[config.mk]
export PLATFORM = sky130hd
export DESIGN_NAME = keypad_scan_ctrl_flat
export DESIGN_NICKNAME = d
export VERILOG_FILES = /design/src/rtl/keypad_scan_ctrl_pkg.sv /design/src/rtl/keypad_scan_ctrl_if.sv /design/src/rtl/keypad_scan_ctrl_row_sync.sv /design/src/rtl/keypad_scan_ctrl.sv /design/src/flat_wrapper.sv
export SDC_FILE = /design/constraint.sdc
export NUM_CORES = 1
export LEC_CHECK = 0
export CAP_MARGIN = 20
export CORE_ASPECT_RATIO = 0.8
export CORE_UTILIZATION = 23
export DETAILED_ROUTE_END_ITERATION = 6
export SETUP_SLACK_MARGIN = 0.3
export SLEW_MARGIN = 25
export SYNTH_ARGS = -nofsm -noshare
export SYNTH_HDL_FRONTEND = slang
export SYNTH_SLANG_ARGS = --single-unit
[constraint.sdc]
create_clock -name clk -period 7.6 [get_ports clk]
set_clock_uncertainty 0.2 [all_clocks]
set_input_delay 1.14 -clock clk [delete_from_list [all_inputs] [get_ports clk]]
set_output_delay 1.14 -clock clk [all_outputs]
set_load 0.02 [all_outputs]
[src/rtl/keypad_scan_ctrl_pkg.sv]
// keypad_pkg: shared types and constants for the 4x4 keypad scan controller.
//   state_e     : scan FSM states
//   COL_RESET   : column drive after reset (column 0 driven low)
//   col_drive() : column index -> one-cold column drive
//   key_map()   : (row, column) -> 4-bit key code
//   single_low(): true when exactly one row line is low
//   low_index() : index of the low row line (meaningful only when single_low)
package keypad_pkg;

    typedef enum logic [1:0] {
        SCAN     = 2'd0,
        DEBOUNCE = 2'd1,
        HELD     = 2'd2,
        RELEASE  = 2'd3
    } state_e;

    localparam logic [3:0] COL_RESET = 4'b1110;

    function automatic logic [3:0] col_drive(input logic [1:0] col);
        logic [3:0] drv;
        case (col)
            2'd0:    drv = COL_RESET;
            2'd1:    drv = 4'b1101;
            2'd2:    drv = 4'b1011;
            default: drv = 4'b0111;
        endcase
        return drv;
    endfunction

    function automatic logic [3:0] key_map(input logic [1:0] row, input logic [1:0] col);
        logic [3:0] code;
        case ({row, col})
            4'b00_00: code = 4'h1;
            4'b00_01: code = 4'h2;
            4'b00_10: code = 4'h3;
            4'b00_11: code = 4'hA;
            4'b01_00: code = 4'h4;
            4'b01_01: code = 4'h5;
            4'b01_10: code = 4'h6;
            4'b01_11: code = 4'hB;
            4'b10_00: code = 4'h7;
            4'b10_01: code = 4'h8;
            4'b10_10: code = 4'h9;
            4'b10_11: code = 4'hC;
            4'b11_00: code = 4'hE;
            4'b11_01: code = 4'h0;
            4'b11_10: code = 4'hF;
            default:  code = 4'hD;
        endcase
        return code;
    endfunction

    function automatic logic single_low(input logic [3:0] rows);
        logic one;
        case (rows)
            4'b1110, 4'b1101, 4'b1011, 4'b0111: one = 1'b1;
            default:                            one = 1'b0;
        endcase
        return one;
    endfunction

    function automatic logic [1:0] low_index(input logic [3:0] rows);
        logic [1:0] idx;
        case (rows)
            4'b1110: idx = 2'd0;
            4'b1101: idx = 2'd1;
            4'b1011: idx = 2'd2;
            default: idx = 2'd3;
        endcase
        return idx;
    endfunction

endpackage

[src/rtl/keypad_scan_ctrl_if.sv]
// keypad_scan_ctrl_if: keypad pins plus the key event outputs.
//   keypad_hori : raw row lines, active-low, asynchronous (into controller)
//   keypad_vert : one-cold column drive (from controller)
//   key_code    : last accepted key
//   key_valid   : one-cycle pulse per accepted key
//   key_held    : accepted key still down
// master = controller side, slave = keypad/consumer side.
interface keypad_scan_ctrl_if;
    logic [3:0] keypad_hori;
    logic [3:0] keypad_vert;
    logic [3:0] key_code;
    logic       key_valid;
    logic       key_held;

    modport master (
        input  keypad_hori,
        output keypad_vert,
        output key_code,
        output key_valid,
        output key_held
    );

    modport slave (
        output keypad_hori,
        input  keypad_vert,
        input  key_code,
        input  key_valid,
        input  key_held
    );
endinterface

[src/rtl/keypad_scan_ctrl_row_sync.sv]
// row_sync: 2-flop synchronizer for the asynchronous row lines.
//   clk    : scan clock
//   reset  : synchronous active-high reset, outputs idle rows (all high)
//   rows_i : raw row lines
//   rows_o : synchronized row lines
module row_sync (
    input  logic       clk,
    input  logic       reset,
    input  logic [3:0] rows_i,
    output logic [3:0] rows_o
);
    logic [3:0] ff1_q;
    logic [3:0] ff2_q;

    always_ff @(posedge clk) begin
        if (reset) begin
            ff1_q <= 4'b1111;
            ff2_q <= 4'b1111;
        end else begin
            ff1_q <= rows_i;
            ff2_q <= ff1_q;
        end
    end

    assign rows_o = ff2_q;
endmodule

[src/rtl/keypad_scan_ctrl.sv]
// keypad_scan_ctrl: 4x4 keypad column scanner with press/release debounce.
//   clk   : scan clock
//   reset : synchronous active-high reset
//   kp    : keypad_scan_ctrl_if.master (rows in, columns/key events out)
// Parameters:
//   SETTLE_CYCLES    : cycles per column slot (>= 3)
//   DEBOUNCE_SAMPLES : consecutive matching samples to accept press/release (>= 1)
//
// state    | meaning
// ---------+-----------------------------------------------------------
// SCAN     | rotating columns, looking for a single low row
// DEBOUNCE | column frozen, counting matching press samples
// HELD     | key accepted, waiting for its row to go high
// RELEASE  | column frozen, counting high samples of the latched row
module keypad_scan_ctrl
    import keypad_pkg::*;
#(
    parameter int SETTLE_CYCLES    = 8,
    parameter int DEBOUNCE_SAMPLES = 4
) (
    input  logic                 clk,
    input  logic                 reset,
    keypad_scan_ctrl_if.master   kp
);
    localparam int SLOT_W = $clog2(SETTLE_CYCLES);
    localparam int CNT_W  = $clog2(DEBOUNCE_SAMPLES + 1);
    localparam logic [SLOT_W-1:0] SLOT_LAST = SLOT_W'(SETTLE_CYCLES - 1);
    localparam logic [CNT_W-1:0]  CNT_MAX   = CNT_W'(DEBOUNCE_SAMPLES);
    localparam logic [CNT_W-1:0]  CNT_ONE   = CNT_W'(1);

    state_e             state_q, state_d;
    logic [1:0]         col_q, col_d;
    logic [1:0]         row_q, row_d;
    logic [SLOT_W-1:0]  slot_q, slot_d;
    logic [CNT_W-1:0]   cnt_q, cnt_d;
    logic [3:0]         code_q, code_d;
    logic               valid_q, valid_d;

    logic [3:0]         rows_s;
    logic               sample;
    logic               press_ok;
    logic [1:0]         press_row;
    logic [CNT_W-1:0]   cnt_inc;

    row_sync u_row_sync (
        .clk    (clk),
        .reset  (reset),
        .rows_i (kp.keypad_hori),
        .rows_o (rows_s)
    );

    assign sample    = (slot_q == SLOT_LAST);
    assign press_ok  = single_low(rows_s);
    assign press_row = low_index(rows_s);
    // Saturating so a long DEBOUNCE_SAMPLES-limited count never wraps.
    assign cnt_inc   = (cnt_q == CNT_MAX) ? cnt_q : cnt_q + 1'b1;

    always_comb begin
        state_d = state_q;
        col_d   = col_q;
        row_d   = row_q;
        cnt_d   = cnt_q;
        code_d  = code_q;
        valid_d = 1'b0;
        // Slot counter free-runs while frozen; a column change always lands on a wrap.
        slot_d  = sample ? '0 : slot_q + 1'b1;

        if (sample) begin
            case (state_q)
                SCAN: begin
                    if (press_ok) begin
                        row_d = press_row;
                        cnt_d = CNT_ONE;
                        if (DEBOUNCE_SAMPLES == 1) begin
                            code_d  = key_map(press_row, col_q);
                            valid_d = 1'b1;
                            state_d = HELD;
                        end else begin
                            state_d = DEBOUNCE;
                        end
                    end else begin
                        col_d = col_q + 2'd1;
                    end
                end
                DEBOUNCE: begin
                    if (press_ok && (press_row == row_q)) begin
                        cnt_d = cnt_inc;
                        if (cnt_inc == CNT_MAX) begin
                            code_d  = key_map(row_q, col_q);
                            valid_d = 1'b1;
                            state_d = HELD;
                        end
                    end else begin
                        cnt_d   = '0;
                        state_d = SCAN;
                        col_d   = col_q + 2'd1;
                    end
                end
                HELD: begin
                    // Only the latched row matters; other keys in this column are ignored.
                    if (rows_s[row_q]) begin
                        if (DEBOUNCE_SAMPLES == 1) begin
                            cnt_d   = '0;
                            state_d = SCAN;
                            col_d   = col_q + 2'd1;
                        end else begin
                            cnt_d   = CNT_ONE;
                            state_d = RELEASE;
                        end
                    end
                end
                RELEASE: begin
                    if (rows_s[row_q]) begin
                        cnt_d = cnt_inc;
                        if (cnt_inc == CNT_MAX) begin
                            cnt_d   = '0;
                            state_d = SCAN;
                            col_d   = col_q + 2'd1;
                        end
                    end else begin
                        state_d = HELD;
                    end
                end
                default: begin
                    state_d = SCAN;
                end
            endcase
        end
    end

    always_ff @(posedge clk) begin
        if (reset) begin
            state_q <= SCAN;
            col_q   <= 2'd0;
            row_q   <= 2'd0;
            slot_q  <= '0;
            cnt_q   <= '0;
            code_q  <= 4'h0;
            valid_q <= 1'b0;
        end else begin
            state_q <= state_d;
            col_q   <= col_d;
            row_q   <= row_d;
            slot_q  <= slot_d;
            cnt_q   <= cnt_d;
            code_q  <= code_d;
            valid_q <= valid_d;
        end
    end

    assign kp.keypad_vert = col_drive(col_q);
    assign kp.key_code    = code_q;
    assign kp.key_valid   = valid_q;
    assign kp.key_held    = (state_q == HELD) || (state_q == RELEASE);
endmodule

[src/flat_wrapper.sv]
// flat-port wrapper written by rule: the top's interface ports become plain ports
module keypad_scan_ctrl_flat import keypad_pkg::*;
#(
    parameter int SETTLE_CYCLES    = 8,
    parameter int DEBOUNCE_SAMPLES = 4
)
  (clk, reset, kp_keypad_hori, kp_keypad_vert, kp_key_code, kp_key_valid, kp_key_held);
  keypad_scan_ctrl_if kp_i ();
  input  logic clk;
  input  logic reset;
  input wire logic [$bits(kp_i.keypad_hori)-1:0] kp_keypad_hori;
  output wire logic [$bits(kp_i.keypad_vert)-1:0] kp_keypad_vert;
  output wire logic [$bits(kp_i.key_code)-1:0] kp_key_code;
  output wire logic [$bits(kp_i.key_valid)-1:0] kp_key_valid;
  output wire logic [$bits(kp_i.key_held)-1:0] kp_key_held;
  assign kp_i.keypad_hori = kp_keypad_hori;
  assign kp_keypad_vert = kp_i.keypad_vert;
  assign kp_key_code = kp_i.key_code;
  assign kp_key_valid = kp_i.key_valid;
  assign kp_key_held = kp_i.key_held;
  keypad_scan_ctrl #(.SETTLE_CYCLES(SETTLE_CYCLES), .DEBOUNCE_SAMPLES(DEBOUNCE_SAMPLES)) u_core (.clk(clk), .reset(reset), .kp(kp_i));
endmodule
==> reports/qor.yml <==
ys_types: 49
use_met1_pct: 11.4
insertion_delay_ps: 270
cpMostUsedCell: "inv_1"
reg2reg_depth: 7
io_buffers: 15
seq_power_share_pct: 59.1
setup_viol: 0
start_util_pct: 24.4
fin_crit_ps: 3110
drtAntennaViolNets: 0
arrival_ps: 1770
cts_hold_buf: 0
status: "complete, no violations"
cts_tree: "yes"
syn_to_final_growth_pct: 13.9
power_frac_comb_pct: 7.0
first_pass_iters: 4
path_clk_slew_ps: 80
synthTopCellsByArea: "dfxtp_1 (34%), ha_1 (8.5%), mux2i_1 (3.4%)"
crit_type: "reg -> out"
drc: 0
post-cts-setup-buffer-count: 0
syn_nets: 174
worstPathCellList: "inv_1, ha_1, inv_1, clkdlybuf4s50_1"
grt_pass1_wl_mm: 4.46
antenna_found_initial: 0
slew_viol_final: 0
routed_via_density: 4.37
seq_area_frac_synth_pct: 33.9
core_sq_um: 6040
grt_use_met3_pct: 2.38
num_rows: 25
use_met2_pct: 12.9
wl_mm: 2.70
ir_drop_v: 0.0000701
synth_top_area_cell: "dfxtp_1"
route.vias.total: 1084
ys_ff_latch: 25
nets: 184
yosys.cell_count.top_type: "dfxtp_1"
grt.total_usage_pct: 8.28
cpPeakStageDelay_ps: 610
overflow: 0
p_switching_mw: 0.0527
min_path_cells: 1
worstPathMaxFanout: 7
place_ws_ps: 4680
rsz0062_at_grt: "false"
async_flop_share_pct: 0
netlist_top_cells_count: "dfxtp_1 (25), nand2_1 (13), nor2_1 (12)"
htree_levels: 1
internal_power_mw: 0.180
max_slew.worst_pin.slew_ps: 714
hold_violations: 0
synthCells: 158
cts_made_buffers: 3
hp-class: "reg -> reg"
maxCapViolations: 0
die_area_sq_um: 6740
fillerInstances: 649
fin_area_sq_um: 1680
switching_share_pct: 22.7
synthFlopType: "dfxtp_1"
wl_per_cell_microns: 10.9
cts_sinks: 25
grt_max_degree: 23
pin_count: 16
dpl-instance-area_sq_um: 1630
p_clk_share_pct: 33.9
clock.fmax_ghz: 0.321
post_cts_resized: 0
period_share_pct: 40.9
drtIter0Drc: 52
grt_pass1_vias: 937
power_density_nw_per_um2: 138
diodes: 0
layout_setup_ws_ps: 4490
start_kind: "flip-flop"
cts-root-buf: "clkbuf_8"
yosys_warnings: 0
power.leakage_nw: 0.621
synth-edff-count: 0
avgSynthCellArea_sq_um: 9.34
fp.dieH_microns: 73.6
slew_headroom_pct: 52.2
crit_required_ps: 6260
post-route-util_pct: 27.8
clockBufferDepth: 2
fp.dieW_microns: 91.5
hpwl_mm: 1.99
drive_above_1_share_pct: 12.6
fin_tns_setup_ps: 0
busiest_layer: "met2"
netlist_area_sq_um: 1480
place_congestion: 0.811
crit_slowest_cell: "clkdlybuf4s50_1"
synth.top_cell.area_share_pct: 33.9
end_kind: "output port"
==> state kept, by name (all words and copies together), names as in the netlist <==
| name | flops |
|---|---|
| u_core.cnt_q | 3 |
| u_core.col_q | 2 |
| u_core.kp.key_code | 4 |
| u_core.kp.key_valid | 1 |
| u_core.row_q | 2 |
| u_core.slot_q | 3 |
| u_core.state_q | 2 |
| u_core.u_row_sync.ff1_q | 4 |
| u_core.u_row_sync.rows_o | 4 |
==> cell families after synthesis <==
group	count (synthesis)	share of synthesized area [%]
buffers and inverters	21	9.07
and+or+nand+nor	59	22.8
AOI/OAI and AO/OA	31	16.1
muxes	8	7.21
xor gates and xnor gates	4	2.38
DFF	25	33.9
adders and majority gates	10	8.48
==> cells in the final DEF, fill, tap and decap left out, types with 2 or more instances in the layout <==
cell / n
dfxtp_1: 25
clkdlybuf4s50_1: 15
nand2_1: 13
nor2_1: 12
inv_1: 11
ha_1: 10
a21oi_1: 8
or2_2: 8
mux2i_1: 5
and3_1: 4
nand3_1: 4
nor3_1: 4
nand3b_1: 3
o21ai_1: 3
clkbuf_8: 3
or3b_1: 2
mux4_2: 2
xnor2_1: 2
xor2_1: 2
and2_1: 2
a21o_1: 2
o211ai_1: 2
==> final cells by class <==
| type | count | area, sq um | share of cell area, % |
|---|---|---|---|
| repair buffers | 15 | 150 | 8.94 |
| inverters | 11 | 41.3 | 2.46 |
| clock buffers | 3 | 41.3 | 2.46 |
| multi-input cells | 112 | 841 | 50.0 |
| flip-flops and latches | 25 | 500 | 29.8 |
| clock inverters | 1 | 5.00 | 0.298 |
| well taps | 81 | 101 | 6.03 |
==> critical path: cells and delay by family, from the launching register on <==
family     cells  cell delay (ps)
fa+ha+maj      1              220
buf+inv        3              830
flops          1              450
==> stage by stage <==
| step | hold slack, ps | power [mW] | std cells |
|---|---|---|---|
| after floorplan | 189 | 0.153 | 158 |
| after global placement | 192 | 0.156 | 244 |
| after global routing | 223 | 0.246 | 248 |
| after CTS | 216 | 0.238 | 248 |
| after detailed placement | 193 | 0.157 | 244 |
| final | 213 | 0.232 | 248 |
==> power by group through the flow <==
| stage | Sequential (mW) | Clock (mW) | Combinational [mW] |
|---|---|---|---|
| 6_report | 0.137 | 0.0787 | 0.0163 |
| 3_5_place_dp | 0.140 | 0 | 0.0167 |
| 3_3_place_gp | 0.140 | 0 | 0.0164 |
| 2_1_floorplan | 0.138 | 0 | 0.0142 |
| 5_1_grt | 0.138 | 0.0899 | 0.0184 |
| 4_1_cts | 0.137 | 0.0841 | 0.0166 |
==> per-layer routing <==
layer	routed length, microns	vias up
met3	126	2
met1	1410	490
met5	0	-
li1	-	570
met2	1160	22
met4	7	0
==> final timing paths <==
check | endpoint | slack, ps | from
hold reg to reg | u_core.u_row_sync.rows_o[3]$_SDFF_PP1_ | 210 | u_core.u_row_sync.ff1_q[3]$_SDFF_PP1_
setup / recovery | kp_keypad_vert[0] | 4490 | u_core.col_q[0]$_SDFFE_PP0P_
setup reg to reg | u_core.kp.key_code[2]$_SDFFE_PP0P_ | 4890 | u_core.cnt_q[0]$_SDFFE_PP0P_
hold / removal | u_core.u_row_sync.rows_o[3]$_SDFF_PP1_ | 210 | u_core.u_row_sync.ff1_q[3]$_SDFF_PP1_
Note: power is estimated with default switching activity, not from simulation.
